[src/rtl/imm_ext_pkg.sv]
// imm_ext_pkg: shared mode encodings for the immediate-extension stage.
// Mode 3 means BRANCH when IMM_EXT_BRANCH_EN is defined, and illegal otherwise.
package imm_ext_pkg;

  localparam int IMM_MODE_W = 2;

  typedef logic [IMM_MODE_W-1:0] imm_mode_t;

  localparam imm_mode_t MODE_ZERO   = 2'd0;
  localparam imm_mode_t MODE_SIGN   = 2'd1;
  localparam imm_mode_t MODE_UPPER  = 2'd2;
  localparam imm_mode_t MODE_BRANCH = 2'd3;

endpackage

[src/rtl/imm_ext_if.sv]
// imm_ext_if: valid/ready bus for the immediate-extension stage.
// The decode side uses master; the stage uses slave.
interface imm_ext_if
  import imm_ext_pkg::*;
#(
  parameter int IN_W  = 16,
  parameter int OUT_W = 32
);

  logic             in_valid;
  logic             in_ready;
  logic [IN_W-1:0]  in_imm;
  imm_mode_t        in_mode;
  logic             out_valid;
  logic             out_ready;
  logic [OUT_W-1:0] out_data;
  logic             out_illegal;

  modport master (
    output in_valid, in_imm, in_mode, out_ready,
    input  in_ready, out_valid, out_data, out_illegal
  );

  modport slave (
    input  in_valid, in_imm, in_mode, out_ready,
    output in_ready, out_valid, out_data, out_illegal
  );

endinterface

[src/rtl/imm_ext_core.sv]
// imm_ext_core: combinational immediate extender (zero / sign / upper / branch).
// Configuration macro: IMM_EXT_BRANCH_EN.
//   Defined: mode 3 produces a sign-extended offset shifted left by 2.
//   Undefined: mode 3 flags the beat as illegal and produces zero.
module imm_ext_core
  import imm_ext_pkg::*;
#(
  parameter int IN_W  = 16,
  parameter int OUT_W = 32
) (
  input  logic [IN_W-1:0]  in_imm,
  input  imm_mode_t        in_mode,
  output logic [OUT_W-1:0] data,
  output logic             illegal
);

  logic [OUT_W-1:0] sext_imm;

  assign sext_imm = {{(OUT_W-IN_W){in_imm[IN_W-1]}}, in_imm};

  // Select the extended value for the requested mode.
  always_comb begin
    data    = '0;
    illegal = 1'b0;
    case (in_mode)
      MODE_ZERO:  data = {{(OUT_W-IN_W){1'b0}}, in_imm};
      MODE_SIGN:  data = sext_imm;
      MODE_UPPER: data = {in_imm, {(OUT_W-IN_W){1'b0}}};
      default: begin
`ifdef IMM_EXT_BRANCH_EN
        data    = sext_imm << 2;
        illegal = 1'b0;
`else
        data    = '0;
        illegal = 1'b1;
`endif
      end
    endcase
  end

endmodule

[src/rtl/imm_ext_stage.sv]
// imm_ext_stage: registered immediate-extension stage with a two-entry skid buffer.
// The mode 3 behaviour of the extender depends on the IMM_EXT_BRANCH_EN macro.
// in_ready comes only from the skid valid register, so it never depends on out_ready.
module imm_ext_stage
  import imm_ext_pkg::*;
#(
  parameter int IN_W  = 16,
  parameter int OUT_W = 32
) (
  input  logic      clk,
  input  logic      reset,
  input  logic      flush,
  imm_ext_if.slave  bus
);

  logic [OUT_W-1:0] core_data;
  logic             core_illegal;

  logic             main_valid, skid_valid;
  logic [OUT_W-1:0] main_data, skid_data;
  logic             main_illegal, skid_illegal;

  logic             in_ready_int;
  logic             accept, deliver;
  logic             main_valid_d, skid_valid_d;
  logic             main_load_in, main_load_skid, skid_load;

  imm_ext_core #(
    .IN_W  (IN_W),
    .OUT_W (OUT_W)
  ) u_core (
    .in_imm  (bus.in_imm),
    .in_mode (bus.in_mode),
    .data    (core_data),
    .illegal (core_illegal)
  );

  assign in_ready_int    = !skid_valid && !reset;
  assign bus.in_ready    = in_ready_int;
  assign bus.out_valid   = main_valid;
  assign bus.out_data    = main_data;
  assign bus.out_illegal = main_illegal;

  // Decide where an accepted beat goes and how the valid bits move this cycle.
  always_comb begin
    accept         = bus.in_valid && in_ready_int && !flush;
    deliver        = main_valid && bus.out_ready;
    main_valid_d   = main_valid;
    skid_valid_d   = skid_valid;
    main_load_in   = 1'b0;
    main_load_skid = 1'b0;
    skid_load      = 1'b0;
    if (flush) begin
      main_valid_d = 1'b0;
      skid_valid_d = 1'b0;
    end else if (deliver && skid_valid) begin
      main_load_skid = 1'b1;
      main_valid_d   = 1'b1;
      skid_valid_d   = 1'b0;
    end else if (accept && (!main_valid || deliver)) begin
      main_load_in = 1'b1;
      main_valid_d = 1'b1;
    end else if (accept) begin
      skid_load    = 1'b1;
      skid_valid_d = 1'b1;
    end else if (deliver) begin
      main_valid_d = 1'b0;
    end
  end

  // Valid bits: cleared by reset, otherwise follow the routing decision.
  always_ff @(posedge clk or posedge reset) begin
    if (reset) begin
      main_valid <= 1'b0;
      skid_valid <= 1'b0;
    end else begin
      main_valid <= main_valid_d;
      skid_valid <= skid_valid_d;
    end
  end

  // Main result register: loads either the fresh extension or the skid entry.
  always_ff @(posedge clk or posedge reset) begin
    if (reset) begin
      main_data    <= '0;
      main_illegal <= 1'b0;
    end else if (main_load_skid) begin
      main_data    <= skid_data;
      main_illegal <= skid_illegal;
    end else if (main_load_in) begin
      main_data    <= core_data;
      main_illegal <= core_illegal;
    end
  end

  // Skid register: captures the extra beat that arrives while main is stalled.
  always_ff @(posedge clk or posedge reset) begin
    if (reset) begin
      skid_data    <= '0;
      skid_illegal <= 1'b0;
    end else if (skid_load) begin
      skid_data    <= core_data;
      skid_illegal <= core_illegal;
    end
  end

endmodule

[src/flat_wrapper.sv]
// flat-port wrapper written by rule: the top's interface ports become plain ports
module imm_ext_stage_flat import imm_ext_pkg::*;
#(
  parameter int IN_W  = 16,
  parameter int OUT_W = 32
)
  (clk, reset, flush, bus_in_valid, bus_in_imm, bus_in_mode, bus_out_ready, bus_in_ready, bus_out_valid, bus_out_data, bus_out_illegal);
  imm_ext_if #(.IN_W(IN_W), .OUT_W(OUT_W)) bus_i ();
  input  logic clk;
  input  logic reset;
  input  logic flush;
  input wire logic [$bits(bus_i.in_valid)-1:0] bus_in_valid;
  input wire logic [$bits(bus_i.in_imm)-1:0] bus_in_imm;
  input wire logic [$bits(bus_i.in_mode)-1:0] bus_in_mode;
  input wire logic [$bits(bus_i.out_ready)-1:0] bus_out_ready;
  output wire logic [$bits(bus_i.in_ready)-1:0] bus_in_ready;
  output wire logic [$bits(bus_i.out_valid)-1:0] bus_out_valid;
  output wire logic [$bits(bus_i.out_data)-1:0] bus_out_data;
  output wire logic [$bits(bus_i.out_illegal)-1:0] bus_out_illegal;
  assign bus_i.in_valid = bus_in_valid;
  assign bus_i.in_imm = bus_in_imm;
  assign bus_i.in_mode = bus_in_mode;
  assign bus_i.out_ready = bus_out_ready;
  assign bus_in_ready = bus_i.in_ready;
  assign bus_out_valid = bus_i.out_valid;
  assign bus_out_data = bus_i.out_data;
  assign bus_out_illegal = bus_i.out_illegal;
  imm_ext_stage #(.IN_W(IN_W), .OUT_W(OUT_W)) u_core (.clk(clk), .reset(reset), .flush(flush), .bus(bus_i));
endmodule
[config.mk]
export PLATFORM = sky130hd
export DESIGN_NAME = imm_ext_stage_flat
export DESIGN_NICKNAME = d
export VERILOG_FILES = /design/src/rtl/imm_ext_pkg.sv /design/src/rtl/imm_ext_if.sv /design/src/rtl/imm_ext_core.sv /design/src/rtl/imm_ext_stage.sv /design/src/flat_wrapper.sv
export SDC_FILE = /design/constraint.sdc
export NUM_CORES = 1
export LEC_CHECK = 0
export ABC_AREA = 1
export CORE_ASPECT_RATIO = 1.5
export CORE_MARGIN = 2
export CORE_UTILIZATION = 58
export DETAILED_ROUTE_END_ITERATION = 16
export PLACE_DENSITY = 0.93
export SLEW_MARGIN = 20
export SYNTH_ARGS = -nofsm -noshare
export SYNTH_HDL_FRONTEND = slang
export SYNTH_HIERARCHICAL = 1
export SYNTH_SLANG_ARGS = --single-unit
export TNS_END_PERCENT = 20
[constraint.sdc]
create_clock -name clk -period 6.96 [get_ports clk]
set_input_delay 2.088 -clock clk [delete_from_list [all_inputs] [get_ports clk]]
set_output_delay 2.088 -clock clk [all_outputs]
set_load 0.05 [all_outputs]
==> results by group <==
Yosys
  • Yosys reg bits: 68
  • Post-synth cell types: 18
  • Top-area cell type share of the netlist area: 0.480
  • Avg Synthesized Cell Area: 7.25 µm²
  • Top cells by area, synth: dfrtp_1 48%, nand2_1 23%, nand3_1 16%, buf_2 3.0%, inv_1 2.0%
  • Post-Synthesis Cells: 489
  • Leading area contributor after synthesis: dfrtp_1
  • Synthesis Warnings: 6
  • Synth Cell Area: 3550 µm²
  • Net Count, Synth: 512
  • Sequential share of the synthesized area: 0.480

Global route
  • Met1 Usage GRT: 0.364
  • Number of global-route vias before repair: 3199
  • First-pass GRT wire length: 14.5 mm
  • Total track usage: 0.282
  • GR Layer Usage met3: 0.0639
  • Largest net degree at the start of global routing: 69
  • Gr ovfl total: 0
  • M2 GR Usage: 0.429
  • Antenna violations before repair: 0
  • Gr busiest metal: met2

Worst setup path
  • Slowest cell on the critical path: clkdlybuf4s50_1
  • CP Max Fanout: 2
  • Type of the worst setup path: in2out
  • Slowest cell delay on critical path: 470 ps
  • CP endpoint kind: output pin
  • Critical Path RT: 4870 ps
  • CP Cell Sequence: clkdlybuf4s50_1 > inv_2 > nand2_2 > inv_1 > buf_4
  • Crit start category: primary input
  • WP data arrival: 2970 ps

STA
  • Max-slew headroom: 0.434
  • Setup TNS: 0 ps
  • Setup violators final: 0
  • Skew final: 9.37 ps
  • Setup ws final: 1910 ps
  • RSZ-0062 raised after global routing: no
  • Slew @ Worst Pin: 849 ps
  • Final slew viol count: 0
  • Peak Freq: 198 MHz
  • Final Hold Violating Endpoints: 0
  • Fin crit share: 0.726
  • Period minus WS final: 5050 ps

Cells and area
  • Share of cells above drive strength 1: 0.0639
  • Post-route cell area: 4260 µm²
  • Final #Nets: 550
  • Diodes inserted: 0
  • Final core occ: 0.726
  • P&R area growth vs syn: 20.2%

Routing
  • Drt first-iter violations: 391
  • Via/cell ratio: 5.61
  • DRT antenna net count: 0
  • Per-cell routed wire length: 14.5 µm
  • Vias: 3391
  • Drt pass-1 iters: 5
  • Wirelength, routed: 8.78 mm
  • DR DRC count: 0

Placed design
  • GP Congestion: 0.860
  • PortBufs: 57
  • Placed inst area: 4040 µm²
  • Worst slack at placement: 1920 ps
  • Hpwl dp: 5.25 mm

Clocking
  • H-tree depth: 3
  • Cts repair resizes: 0
  • CTS sink cnt: 68
  • Post-CTS Setup Bufs: 0
  • Root buffer cell: clkbuf_8
  • CTS buffer count: 9
  • Hold_buf cts: 0
  • CTS Buffer Depth: 2
  • Clock transition at path regs: 70 ps
  • Worst skew pair latency: 350 ps
  • CTS tree: done

Floorplan
  • Die Span X: 67.9 µm
  • Die ar.: 6770 µm²
  • Core area: 5870 µm²
  • Row count: 34
  • Die Height: 99.8 µm
  • Starting density of the core: 0.604
  • IO Pins: 58

Outcome
  • Outcome: finished clean

Hold path
  • Min-delay worst type: reg2reg

Power
  • Leakage power: 2.39 nW
  • VDD IR max: 180 µV
  • Pwr dens: 268 nW/µm²

Job
  • Max_cap viols: 0
-- power by group --
part	switching, W	total (W)	internal (W)	leakage, nW
Clock	0.000149	0.000386	0.000237	0.117
Combinational	0.000194	0.000287	0.0000929	1.36
Sequential	0.0000261	0.000469	0.000443	0.912
-- sequential cells by signal, indices dropped and copies added, names as in the netlist --
register / cells
u_core/bus.out_data: 32
u_core/bus.out_illegal: 1
u_core/bus.out_valid: 1
u_core/skid_data: 32
u_core/skid_illegal: 1
u_core/skid_valid: 1
-- per-stage QoR --
step,hold WS (ps),instances,total power (W)
2_1_floorplan,443,489,0.000666
3_3_place_gp,453,588,0.000756
3_5_place_dp,459,588,0.000762
4_1_cts,475,604,0.00115
5_1_grt,494,604,0.00119
6_report,474,604,0.00114
-- cells in the mapped netlist --
cell and number:
a21oi_1 1, buf_1 1, buf_2 21, buf_4 6
buf_6 3, clkbuf_1 3, dfrtp_1 68, inv_1 19
inv_2 5, nand2_1 222, nand2_2 4, nand3_1 113
nand3_2 1, nand3_4 1, nand3b_1 1, nor2_1 17
nor2_2 1, nor2_4 2
-- worst paths after layout --
kind                                      startpoint                 endpoint  slack, ps  depth (start not counted)
worst max-delay path                           reset             bus_in_ready       1910                          5
worst min-delay path            u_core/skid_data[20]     u_core/skid_data[20]        470                          2
worst max register to register     u_core/skid_valid   u_core/bus.out_data[0]       4230                          7
worst min register to register  u_core/skid_data[20]     u_core/skid_data[20]        470                          2
max in group asynchronous                      reset  u_core/bus.out_data[28]       3990                          3
min in group asynchronous                      reset  u_core/bus.out_data[10]       2410                          3
-- final cells by class --
type / instances / area [µm²]
Clock inverter: 5 / 100
Inverter: 24 / 90.1
Fill cell: 453 / 1610
Tap cell: 72 / 90.1
Multi-Input combinational cell: 363 / 1560
Clock buffer: 11 / 131
Timing Repair Buffer: 61 / 593
Sequential cell: 68 / 1700
-- routing by layer --
metal	vias to the layer above	part of all wire	wire, µm
met5	-	0	0
met4	0	0.038	331
met3	28	0.083	733
met2	191	0.49	4270
met1	1556	0.39	3450
li1	1616	-	-
-- critical path, delay by kind of cell --
family                 cells  cell delay (ps)
buffers and inverters      4              770
and+or+nand+nor            1              100
-- cells in the final DEF (no fill, tap or decap) --
cell             netlist  final
dfrtp_1               68     68
inv_2                  5      5
nand3_2                1      1
nand2_1              222    222
clkbuf_1               3      2
nor2_2                 1      1
clkinv_2               0      2
nor2_4                 2      2
bufinv_16              0      3
buf_4                  6      5
a21oi_1                1      1
nand3_1              113    113
clkdlybuf4s50_1        0     55
nor2_1                17     17
nand3b_1               1      1
clkbuf_8               0      9
nand2_2                4      4
nand3_4                1      1
inv_1                 19     19
buf_2                 21      1
-- kinds of logic after synthesis --
family	after synthesis	share of synthesized area
AO/OA/AOI/OAI	1	0.00141
AND/OR/NAND/NOR	362	0.437
buffers and inverters	58	0.0815
flip-flops	68	0.480
No activity file was read; power rests on OpenSTA's default activity.
